File: config.mk
export PLATFORM = sky130hd
export DESIGN_NAME = node_ni
export DESIGN_NICKNAME = d
export VERILOG_FILES = /design/src/rtl/node_ni.sv
export SDC_FILE = /design/constraint.sdc
export NUM_CORES = 1
export LEC_CHECK = 0
export BUFFER_PORTS_ARGS = -buffer_cell sky130_fd_sc_hd__buf_4
export CAP_MARGIN = 20
export CORE_UTILIZATION = 50
export CTS_CLUSTER_DIAMETER = 50
export DETAILED_ROUTE_END_ITERATION = 10
export PLACE_DENSITY_LB_ADDON = 0.2
export SETUP_SLACK_MARGIN = 0.5
export SLEW_MARGIN = 20
export SYNTH_ARGS = -nofsm -noshare
export SYNTH_HDL_FRONTEND = slang
export SYNTH_SLANG_ARGS = --single-unit
File: constraint.sdc
create_clock -name clk -period 7.2 [get_ports clk]
set_input_delay 1.44 -clock clk [delete_from_list [all_inputs] [get_ports clk]]
set_output_delay 1.44 -clock clk [all_outputs]
set_load 0.05 [all_outputs]
File: src/rtl/node_ni.sv
// Mesh network interface: packet TX queue + four-phase link serializer,
// and a four-phase link receiver that reassembles flits into packets.
module node_ni #(
  parameter int unsigned NODE_ID    = 0,
  parameter int unsigned ID_W       = 4,
  parameter int unsigned DATA_W     = 16,
  parameter int unsigned DATA_FLITS = 4,
  parameter int unsigned TX_DEPTH   = 4
) (
  input  logic                           clk,
  input  logic                           rst,
  input  logic                           tx_valid,
  output logic                           tx_ready,
  input  logic [ID_W-1:0]                tx_dest,
  input  logic [DATA_FLITS*DATA_W-1:0]   tx_data,
  output logic                           tx_drop,
  output logic [DATA_W+1:0]              data_out,
  output logic                           req_out,
  input  logic                           ack_out,
  input  logic [DATA_W+1:0]              data_in,
  input  logic                           req_in,
  output logic                           ack_in,
  output logic                           rx_valid,
  input  logic                           rx_ready,
  output logic [ID_W-1:0]                rx_src,
  output logic [DATA_W-2*ID_W-1:0]       rx_pnum,
  output logic [DATA_FLITS*DATA_W-1:0]   rx_data,
  output logic                           rx_err
);
  localparam int unsigned PNUM_W = DATA_W - 2*ID_W;
  localparam int unsigned PW     = DATA_FLITS*DATA_W;
  localparam int unsigned FW     = DATA_W + 2;
  localparam int unsigned AW     = $clog2(TX_DEPTH);
  localparam int unsigned CW     = $clog2(DATA_FLITS + 1);

  localparam logic [ID_W-1:0] MY_ID   = ID_W'(NODE_ID);
  localparam logic [CW-1:0]   TX_LAST = CW'(DATA_FLITS - 1);
  localparam logic [CW-1:0]   RX_LAST = CW'(DATA_FLITS);
  localparam logic [1:0]      FT_BODY = 2'b00;
  localparam logic [1:0]      FT_HDR  = 2'b01;
  localparam logic [1:0]      FT_TAIL = 2'b10;

  typedef enum logic [1:0] {T_IDLE, T_REQ, T_WAIT, T_SEND} tx_state_e;
  typedef enum logic [1:0] {R_IDLE, R_ACK, R_GAP, R_CAP} rx_state_e;

  // ---------------- TX queue ----------------
  logic [PNUM_W-1:0] q_pnum [TX_DEPTH];
  logic [ID_W-1:0]   q_dest [TX_DEPTH];
  logic [PW-1:0]     q_data [TX_DEPTH];

  logic [AW:0]       wr_q, wr_d, rd_q, rd_d;
  logic [AW-1:0]     wr_idx, rd_idx;
  logic [PNUM_W-1:0] pnum_q, pnum_d;
  logic              drop_q, drop_d;
  logic              empty, full, accept, push, deq;

  assign wr_idx   = wr_q[AW-1:0];
  assign rd_idx   = rd_q[AW-1:0];
  assign empty    = (wr_q == rd_q);
  assign full     = (wr_q[AW] != rd_q[AW]) && (wr_idx == rd_idx);
  assign tx_ready = !full;
  assign accept   = tx_valid && !full;
  assign push     = accept && (tx_dest != MY_ID);
  assign tx_drop  = drop_q;

  always_comb begin
    wr_d   = wr_q;
    rd_d   = rd_q;
    pnum_d = pnum_q;
    drop_d = accept && (tx_dest == MY_ID);
    if (push) begin
      wr_d   = wr_q + 1'b1;
      pnum_d = pnum_q + 1'b1;
    end
    if (deq) rd_d = rd_q + 1'b1;
  end

  always_ff @(posedge clk) begin
    if (push) begin
      q_pnum[wr_idx] <= pnum_q;
      q_dest[wr_idx] <= tx_dest;
      q_data[wr_idx] <= tx_data;
    end
  end

  always_ff @(posedge clk) begin
    if (rst) begin
      wr_q   <= '0;
      rd_q   <= '0;
      pnum_q <= '0;
      drop_q <= 1'b0;
    end else begin
      wr_q   <= wr_d;
      rd_q   <= rd_d;
      pnum_q <= pnum_d;
      drop_q <= drop_d;
    end
  end

  // ---------------- TX link FSM ----------------
  tx_state_e       tx_st_q, tx_st_d;
  logic            req_q, req_d;
  logic [FW-1:0]   dout_q, dout_d;
  logic [PW-1:0]   sh_q, sh_d;
  logic [DATA_W-1:0] hdr_q, hdr_d;
  logic [CW-1:0]   tcnt_q, tcnt_d;
  logic            tx_last;

  assign tx_last  = (tcnt_q == TX_LAST);
  assign req_out  = req_q;
  assign data_out = dout_q;

  always_comb begin
    tx_st_d = tx_st_q;
    req_d   = req_q;
    dout_d  = dout_q;
    sh_d    = sh_q;
    hdr_d   = hdr_q;
    tcnt_d  = tcnt_q;
    deq     = 1'b0;
    case (tx_st_q)
      T_IDLE: if (!empty) begin
        deq     = 1'b1;
        sh_d    = q_data[rd_idx];
        hdr_d   = {q_pnum[rd_idx], MY_ID, q_dest[rd_idx]};
        req_d   = 1'b1;
        tx_st_d = T_REQ;
      end
      T_REQ: if (ack_out) begin
        req_d   = 1'b0;
        tx_st_d = T_WAIT;
      end
      T_WAIT: if (!ack_out) begin
        dout_d  = {FT_HDR, hdr_q};
        tcnt_d  = '0;
        tx_st_d = T_SEND;
      end
      T_SEND: begin
        // Payload shifts out MSB chunk first; the last chunk is typed as tail.
        dout_d = {(tx_last ? FT_TAIL : FT_BODY), sh_q[PW-1 -: DATA_W]};
        sh_d   = sh_q << DATA_W;
        tcnt_d = tcnt_q + CW'(1);
        if (tx_last) tx_st_d = T_IDLE;
      end
      default: tx_st_d = T_IDLE;
    endcase
  end

  always_ff @(posedge clk) begin
    if (rst) begin
      tx_st_q <= T_IDLE;
      req_q   <= 1'b0;
      dout_q  <= '0;
      sh_q    <= '0;
      hdr_q   <= '0;
      tcnt_q  <= '0;
    end else begin
      tx_st_q <= tx_st_d;
      req_q   <= req_d;
      dout_q  <= dout_d;
      sh_q    <= sh_d;
      hdr_q   <= hdr_d;
      tcnt_q  <= tcnt_d;
    end
  end

  // ---------------- RX link FSM ----------------
  rx_state_e              rx_st_q, rx_st_d;
  logic                   ack_q, ack_d;
  logic [CW-1:0]          rcnt_q, rcnt_d;
  logic [DATA_W-ID_W-1:0] rhdr_q, rhdr_d;
  logic [PW-1:0]          rbuf_q, rbuf_d, rnext;
  logic                   racc_q, racc_d;
  logic                   rxv_q, rxv_d;
  logic [ID_W-1:0]        rsrc_q, rsrc_d;
  logic [PNUM_W-1:0]      rpnum_q, rpnum_d;
  logic [PW-1:0]          rdata_q, rdata_d;
  logic                   rerr_q, rerr_d;
  logic [1:0]             in_type, exp_type;
  logic [DATA_W-1:0]      in_field;
  logic                   in_bad;

  assign in_type  = data_in[FW-1 -: 2];
  assign in_field = data_in[DATA_W-1:0];
  assign rnext    = (rbuf_q << DATA_W) | PW'(in_field);
  assign exp_type = (rcnt_q == '0)    ? FT_HDR :
                    (rcnt_q == RX_LAST) ? FT_TAIL : FT_BODY;
  assign in_bad   = (in_type != exp_type);

  assign ack_in   = ack_q;
  assign rx_valid = rxv_q;
  assign rx_src   = rsrc_q;
  assign rx_pnum  = rpnum_q;
  assign rx_data  = rdata_q;
  assign rx_err   = rerr_q;

  always_comb begin
    rx_st_d = rx_st_q;
    ack_d   = ack_q;
    rcnt_d  = rcnt_q;
    rhdr_d  = rhdr_q;
    rbuf_d  = rbuf_q;
    racc_d  = racc_q;
    rxv_d   = rxv_q && !rx_ready;
    rsrc_d  = rsrc_q;
    rpnum_d = rpnum_q;
    rdata_d = rdata_q;
    rerr_d  = rerr_q;
    case (rx_st_q)
      // A pending delivery holds off the next link request.
      R_IDLE: if (req_in && !rxv_q) begin
        ack_d   = 1'b1;
        rx_st_d = R_ACK;
      end
      R_ACK: if (!req_in) begin
        ack_d   = 1'b0;
        rx_st_d = R_GAP;
      end
      R_GAP: begin
        rcnt_d  = '0;
        rx_st_d = R_CAP;
      end
      R_CAP: begin
        rcnt_d = rcnt_q + CW'(1);
        if (rcnt_q == '0) begin
          rhdr_d = in_field[DATA_W-1:ID_W];
          racc_d = in_bad;
        end else begin
          rbuf_d = rnext;
          racc_d = racc_q | in_bad;
          if (rcnt_q == RX_LAST) begin
            rxv_d   = 1'b1;
            rsrc_d  = rhdr_q[ID_W-1:0];
            rpnum_d = rhdr_q[DATA_W-ID_W-1:ID_W];
            rdata_d = rnext;
            rerr_d  = racc_q | in_bad;
            rx_st_d = R_IDLE;
          end
        end
      end
      default: rx_st_d = R_IDLE;
    endcase
  end

  always_ff @(posedge clk) begin
    if (rst) begin
      rx_st_q <= R_IDLE;
      ack_q   <= 1'b0;
      rcnt_q  <= '0;
      rhdr_q  <= '0;
      rbuf_q  <= '0;
      racc_q  <= 1'b0;
      rxv_q   <= 1'b0;
      rsrc_q  <= '0;
      rpnum_q <= '0;
      rdata_q <= '0;
      rerr_q  <= 1'b0;
    end else begin
      rx_st_q <= rx_st_d;
      ack_q   <= ack_d;
      rcnt_q  <= rcnt_d;
      rhdr_q  <= rhdr_d;
      rbuf_q  <= rbuf_d;
      racc_q  <= racc_d;
      rxv_q   <= rxv_d;
      rsrc_q  <= rsrc_d;
      rpnum_q <= rpnum_d;
      rdata_q <= rdata_d;
      rerr_q  <= rerr_d;
    end
  end

endmodule

==> results of run 1 <==
-- state kept, by name, summed over array words and instances, names as in the netlist, 3 cells and up, named ones only --
signal and cells:
data_out 18, hdr_q 12, pnum_q 8, q_data 256, q_dest 16, q_pnum 32, rbuf_q 48, rcnt_q 3
rd_q 3, rhdr_q 12, rx_data 64, rx_pnum 8, rx_src 4, sh_q 64, tcnt_q 3, wr_q 3
-- cell usage after synthesis (3+ instances only) --
library cell / instances
buf_4: 4
xnor2_1: 3
o22ai_1: 48
nand2_1: 308
and3_1: 3
clkbuf_1: 68
o21ai_0: 7
a21oi_1: 168
nand4_1: 3
nor3_1: 54
a22oi_1: 23
buf_2: 23
o21ai_1: 3
mux2i_1: 14
nand2b_1: 4
nor4_1: 3
buf_1: 9
or4_1: 3
xnor2_2: 3
or3_1: 8
and2_1: 5
nand3_1: 7
inv_1: 14
mux4_2: 76
ha_1: 20
a211oi_1: 15
dfxtp_1: 262
nor2_1: 98
edfxtp_1: 304
-- report_power, final --
group	internal (mW)	switching, mW
clock	1.75	1.23
combinational	0.787	1.14
sequential	3.77	0.262
-- final cells by class --
type,instances,share of cell area (%)
clock inverters,26,1.025
clock buffers,84,6.852
well taps,532,2.700
flip-flops and latches,566,58.33
multi-input cells,903,24.41
inverters,15,0.2284
repair buffers,211,6.451
-- final timing paths --
path / endpoint / from / depth (start not counted)
worst max register to register: q_data[3][55] / rd_q[1] / 6
worst min-delay path: rx_data[53] / rbuf_q[37] / 2
worst min register to register: rx_data[53] / rbuf_q[37] / 2
worst max-delay path: tx_ready / rd_q[2] / 3
-- routing by layer --
metal	global-route usage (%)	up-vias
li1	-	6137
met1	28.64	6269
met2	34.89	361
met3	3.469	82
met4	8.718	2
met5	0	-
-- per-stage QoR --
step | area [um^2] | std cells | worst slack, ps | power (mW)
after floorplan | 20810 | 1588 | 1667 | 5.438
after global placement | 22690 | 2227 | 3437 | 5.988
after detailed placement | 22690 | 2227 | 3402 | 6.029
after CTS | 24630 | 2337 | 3603 | 9.012
after global routing | 24650 | 2337 | 3548 | 9.350
final | 24650 | 2337 | 3663 | 8.932
-- cells by family (layout without fill, tap and decap cells) --
group | Yosys count | in the layout | share of synthesized area (%)
DFF | 566 | 566 | 69.09
adders and majority gates | 20 | 20 | 1.203
AOI/OAI and AO/OA | 283 | 283 | 8.023
and+or+nand+nor | 500 | 500 | 9.827
buffers and inverters | 119 | 336 | 2.357
xor gates and xnor gates | 10 | 10 | 0.6014
muxes | 90 | 90 | 8.901
-- critical path, delay by kind of cell, from the launching register on --
family	cells	cell delay [ps]
xor+xnor	1	580
flops	1	420
simple gates	1	240
buf+inv	1	260
==> qor.yml, run 1 <==
synthTopCellsByArea: "edfxtp_1, dfxtp_1, mux4_2"
ys_async_sr_fraction_pct: 0
drt-wirelength-per-cell_um: 19.31
fillCellCount: 3211
slew_viol_final: 0
tns_ps: 0
antenna_found_initial: 1
cts_made_buffers: 58
grt_overflow: 0
clock_latency_ps: 610
io-pin-count: 192
seqCellArea_um2: 14380
drt-pass1-iter-count: 5
htree_levels: 2
yosysWarnings: 0
rows: 74
core_um2: 40920
max_slew_margin_pct: 26.74
ant_nets: 0
most-common-layout-cells: "nand2_1, edfxtp_1, dfxtp_1, buf_4, a21oi_1"
clk_pin_slew_ps: 60
synth_ff_type: "edfxtp_1"
numPortBuffers: 191
antenna_cells: 0
fin_crit_ps: 3537
path_max_fanout: 6
grt_pass1_wl_um: 69080
status: "complete, no violations"
synth-edff-count: 304
final_common_cell: "nand2_1"
routed.top_layer: "met5"
fmax_mhz: 282.7
power_leakage_nw: 8.454
critPathRequiredTime_ps: 5760
vias_per_cell: 5.499
yosysTopAreaCellShare_pct: 43.88
crit_type: "register to output pin"
skew_ps: 21.27
start_util_pct: 50.84
start_kind: "register"
layout-drive-gt1-share_pct: 22.38
nets: 1867
finalSetupViolations: 0
numClockSinks: 566
wirelength_um: 45130
fin_crit_sh_pct: 49.12
max_stage_delay_ps: 580
rsz0062_at_grt: "no"
finalCoreUtilization_pct: 60.23
wl_met2_um: 21810
m1WireLength_um: 19300
area_growth_pct: 18.48
syn_area_um2: 20800
syn_area_per_cell_um2: 13.10
synthCells: 1588
cts_tree: "built"
hpwl_um: 27950
powerDensity_nw_per_um2: 362.3
die_area_um2: 42430
holdWs_ps: 447.1
post_cts_buffers: 0
crit_arrival_ps: 2100
hold_viol: 0
hold_class: "register to register"
synthesis.nets: 1700
drcViolationCount: 0
route.met3.wl_um: 2463
finalWeightedCongestion: 0.8419
die_h_um: 206.0
vias: 12850
drtIter0Drc: 1024
worstPathCellList: "xor2_1 -> nand3_1 -> buf_4"
synth-seq-cells: 566
ctsHoldBuffers: 0
synth_cell_types: 50
tightest_slew_ps: 1099
cp-end-kind: "output pin"
gr-usage-all-layers_pct: 21.41
cp_slowest_cell: "xor2_1"
cts_resized: 0
clock-root-buffer: "clkbuf_16"
clock_path_buffers: 3
die_w_um: 206.0
grt_max_degree: 106
vdd_ir_drop_max_uv: 220.1
multiInputGateArea_um2: 6017
grt_pass1_vias: 12400
synth_seq_area_share_pct: 69.09
drv_cap: 0
r2r_setup_slack_ps: 4090
yosys.area.top_type: "edfxtp_1"
Power figures use the tool's default switching activity.
==> inputs of run 2 (changes only) <==
- clock period: 7.2 -> 3.4 ns (I/O delays scaled with it)
==> run 2 against run 1 <==
Net effect: critical path type is now register to register; setup slack worse by 3100 ps; cell count is 0.17% higher; sequential power up 110%; highest routed layer is now met4; global-route usage up 0.54 points; sequential cell count did not move; non-clock buffer count is 8 higher; largest cell class unchanged; worst hold slack got worse by 190 ps.
==> qor.yml, run 2 (same netlist as run 1, synthesis figures left out) <==
drcViolationCount: 0
layout-drive-gt1-share_pct: 22.00
start_kind: "register"
powerDensity_nw_per_um2: 760.8
most-common-layout-cells: "nand2_1, edfxtp_1, dfxtp_1, buf_4, a21oi_1"
crit_start: "wr_q[1]"
gr-usage-all-layers_pct: 21.95
grt_pass1_wl_um: 70760
vias: 12990
drtIter0Drc: 1046
grt_max_degree: 138
drt-pass1-iter-count: 5
cts_tree: "built"
crit_type: "register to register"
clock-root-buffer: "clkbuf_16"
finalSetupViolations: 0
core_um2: 40920
hold_class: "input port to register"
final_common_cell: "nand2_1"
tightest_slew_ps: 987.0
grt_pass1_vias: 12380
crit_arrival_ps: 3100
clk_pin_slew_ps: 60
drv_cap: 0
slew_viol_final: 0
whs_endpoint: "q_data[0][6]"
fmax_mhz: 355.6
io-pin-count: 192
rows: 74
die_area_um2: 42430
cts_made_buffers: 57
r2r_end: "q_data[0][53]"
max_slew_margin_pct: 34.20
min_from: "tx_data[6]"
numClockSinks: 566
path_max_fanout: 43
tns_ps: 0
skew_ps: 17.40
hold_viol: 0
power_leakage_nw: 8.431
min_path_cells: 1
rr_startpoint: "wr_q[1]"
htree_levels: 2
critPathRequiredTime_ps: 3680
fin_crit_sh_pct: 82.72
rsz0062_at_grt: "yes"
r2r_setup_slack_ps: 590
finalWeightedCongestion: 0.8118
vdd_ir_drop_max_uv: 513.2
cp-end-kind: "register"
clock_path_buffers: 3
holdWs_ps: 259.7
die_h_um: 206.0
antenna_found_initial: 0
reg2reg_depth: 4
hpwl_um: 29620
ant_nets: 0
drt-wirelength-per-cell_um: 19.90
nets: 1875
antenna_cells: 0
area_growth_pct: 18.58
clock_latency_ps: 610
status: "complete, no violations"
largest_reg_flops: 256
fin_crit_ps: 2812
top_register: "q_data"
wirelength_um: 46580
numPortBuffers: 191
vias_per_cell: 5.547
grt_overflow: 0
die_w_um: 206.0
start_util_pct: 50.84
## run 2: cell count changes in the layout (fill, tap and decap cells not counted), moves of 3 or more
cell	previous run	this run
buf_12	0	8
clkbuf_1	12	20
clkbuf_8	15	8
clkinv_2	9	5
clkinvlp_4	0	3
inv_8	3	0
## run 2: repair_timing
action	in CTS	in global routing
hold buffers	0	0
gates resized for setup	0	0
setup buffers	0	0
setup endpoints to repair	0	29
## run 2: final cells by class
class | instances | area, um^2
clock buffer | 85 | 1623
inverter | 15 | 56.30
tap | 532 | 665.6
timing repair buffer | 219 | 1750
multi-input combinational | 904 | 6008
sequential | 566 | 14380
fill | 3204 | 16250
clock inverter | 20 | 188.9
## run 2: worst max-delay path by stage
| stage | end | slack [ps] | cells after the start |
|---|---|---|---|
| 2_1_floorplan | q_data[3][0] | 700 | 5 |
| 3_5_place_dp | q_pnum[1][7] | 510 | 5 |
| 4_1_cts | q_data[1][52] | 530 | 4 |
| 3_3_place_gp | q_data[1][60] | 580 | 5 |
| 5_1_grt | q_data[0][53] | 460 | 4 |
| 6_report | q_data[0][53] | 590 | 4 |
## run 2: critical path: stages (launching register included)
cell,delay [ps]
dfxtp_1,510
xor2_2,450
o311a_1,470
and2_4,660
buf_12,320
## run 2: power by group
group          internal, mW  switching [mW]  total (mW)  leakage (nW)
logic                  1.74            2.43        4.17          2.64
registers              7.97           0.596        8.57          4.92
clock network          3.46            2.58        6.04         0.875
## run 2: layer usage
metal | track usage, % | vias up | wire (um)
met1 | 28.58 | 6366 | 19570
li1 | - | 6153 | -
met5 | 0 | - | 0
met2 | 37.38 | 394 | 23290
met4 | 7.537 | 0 | 1197
met3 | 3.469 | 73 | 2525
## run 2: stage by stage
| stage | setup WS, ps | cell area (um^2) | std cells | total power, mW | util [%] |
|---|---|---|---|---|---|
| floorplan | 703.9 | 20820 | 1588 | 11.51 | - |
| global route | 464.8 | 24670 | 2341 | 19.61 | 60.28 |
| global placement | 583.3 | 22850 | 2235 | 12.79 | 55.84 |
| CTS | 533.0 | 24660 | 2340 | 18.93 | 60.27 |
| finish | 587.6 | 24670 | 2341 | 18.77 | 60.28 |
| detailed placement | 514.9 | 22850 | 2235 | 12.89 | 55.84 |
==> inputs of run 3 (changes only) <==
- ABC_AREA: not set -> 1
- clock period: 3.4 -> 2.6 ns (I/O delays scaled with it)
==> run 3 against run 2 <==
Net effect: count of clock-buffer cells in the layout decreased by 11; synthesized cell count up 42%; sequential power grew 30%; setup slack got worse by 27 ps; cell area grew 5.8%; largest cell class unchanged; core utilization grew 0.43 points; total power increased by 39%; highest routed layer unchanged.
==> qor.yml, run 3 <==
numPortBuffers: 191
numClockSinks: 566
nets: 2541
rows: 76
die_h_um: 210.8
max_slew_margin_pct: 43.63
fin_crit_sh_pct: 78.46
htree_levels: 2
power_leakage_nw: 10.63
tns_ps: 0
cp-end-kind: "output pin"
yosysTopAreaCellShare_pct: 41.90
start_kind: "register"
final_common_cell: "nor2_1"
drv_cap: 0
rsz0062_at_grt: "no"
drt-wirelength-per-cell_um: 17.78
area_growth_pct: 19.77
cp_slowest_cell: "dfxtp_4"
synthTopCellsByArea: "edfxtp_1, dfxtp_1, nor2_1"
skew_ps: 22.26
vdd_ir_drop_max_uv: 700.8
fin_crit_ps: 2040
fillCellCount: 3628
synth-edff-count: 304
antenna_found_initial: 0
largest_reg_flops: 256
synth.most_common_cell: "nor2_1"
vias: 16240
yosysWarnings: 0
wirelength_um: 54440
gr-usage-all-layers_pct: 24.30
syn_area_per_cell_um2: 9.662
ant_nets: 0
dp_slack_ps: 435.0
most-common-layout-cells: "nor2_1, nand2_1, o21ai_0, edfxtp_1, dfxtp_1"
io-pin-count: 192
synth_ff_type: "edfxtp_1"
syn_area_um2: 21790
worstPathCellList: "clkinv_8 -> nand2_2 -> nand2_2 -> nand3_4 -> buf_8"
cts_made_buffers: 58
layout-drive-gt1-share_pct: 15.14
fin_ws_ps: 560.1
finalSetupViolations: 0
synthCells: 2255
vias_per_cell: 5.304
clock_path_buffers: 3
path_max_fanout: 14
hold_viol: 0
die_area_um2: 44420
ys_async_sr_fraction_pct: 0
finalPower_mw: 26.05
clock-root-buffer: "clkbuf_16"
slew_viol_final: 0
multiInputGateArea_um2: 6656
clk_pin_slew_ps: 60
ctsHoldBuffers: 0
start_util_pct: 50.69
critPathRequiredTime_ps: 2080
status: "complete, no violations"
grt_pass1_wl_um: 84430
gr-usage-met1_pct: 33.36
holdWs_ps: 105.7
synth-seq-cells: 566
hpwl_um: 33160
drcViolationCount: 0
grt_overflow: 0
seqCellArea_um2: 14390
met3_usage_pct: 3.479
synth_seq_area_share_pct: 65.97
synth_cell_types: 32
powerDensity_nw_per_um2: 998.4
finalWeightedCongestion: 0.8517
ys_top_cells_by_count: "nor2_1, nand2_1, o21ai_0"
synthesis.nets: 2367
finalCoreUtilization_pct: 60.71
antenna_cells: 0
crit_type: "register to output pin"
top_register: "q_data"
grt_max_degree: 110
clock_latency_ps: 620
busiest_layer: "met2"
yosys.area.top_type: "edfxtp_1"
hold_class: "input port to register"
use_met2_pct: 39.65
crit_arrival_ps: 1520
cts_tree: "built"
drt-pass1-iter-count: 5
die_w_um: 210.8
grt_pass1_vias: 15320
tightest_slew_ps: 845.5
max_stage_delay_ps: 390
drtIter0Drc: 1350
path_common_cell: "nand2_2"
core_um2: 42980
fmax_mhz: 490.2
[run 3: changes by cell type in the layout (fill, tap and decap cells not counted), sizes merged, moves of 19 or more]
cell / previous run / this run
a21oi: 168 / 71
a22oi: 23 / 0
buf: 218 / 249
inv: 19 / 51
mux4: 76 / 0
nand2: 308 / 344
nand3: 7 / 36
nor2: 98 / 617
nor3: 54 / 4
o21ai: 10 / 347
o22ai: 48 / 29
[run 3: cells by family after synthesis]
family,synth area share [%]
buffers and inverters,3.796
AND/OR/NAND/NOR,17.93
adder cells (fa/ha/maj),1.149
XOR/XNOR,0.2010
AO/OA/AOI/OAI,10.96
flip-flops,65.97
[run 3: stage by stage]
stage	instances	instance area, um^2
floorplan	2255	21860
global placement	2930	23830
detailed placement	2930	23830
CTS	3043	25830
global route	3062	26100
finish	3062	26100
[run 3: power by group]
| group | total (mW) | leakage [nW] | internal (mW) | switching (mW) |
|---|---|---|---|---|
| Clock | 8.34 | 0.935 | 4.88 | 3.46 |
| Sequential | 11.1 | 4.94 | 10.5 | 0.631 |
| Combinational | 6.62 | 4.75 | 2.04 | 4.58 |
[run 3: what timing repair did]
action                                  CTS  global route
pin swaps                                 1             6
resized for setup                         7            23
setup buffers                             4            14
endpoints found under the setup margin   10           324
gates cloned                              1             5
[run 3: cell type report]
cell class	count	share of cell area [%]
Clock buffer	74	6.032
Clock inverter	34	1.362
Inverter	48	0.7720
Multi-Input combinational cell	1501	25.51
Sequential cell	566	55.14
Tap cell	585	2.805
Timing Repair Buffer	252	8.319
Timing Repair inverter	2	0.06233
[run 3: critical path, delay by kind of cell, from the launching register on]
family | cells | cell delay [ps]
buf+inv | 2 | 250
flops | 1 | 390
simple gates | 3 | 270
[run 3: worst paths after layout]
path | depth (start not counted) | from | slack, ps | to
max | 5 | rd_q[0] | 560 | tx_ready
min reg2reg | 2 | rhdr_q[11] | 470 | rhdr_q[11]
min | 1 | tx_data[48] | 110 | q_data[1][48]
max reg2reg | 9 | rd_q[0] | 620 | q_data[1][45]
[run 3: routing by layer]
layer | routed length (um) | vias to the layer above
li1 | - | 7922
met1 | 24090 | 7695
met2 | 25620 | 529
met3 | 3090 | 94
met4 | 1643 | 0
met5 | 0 | -
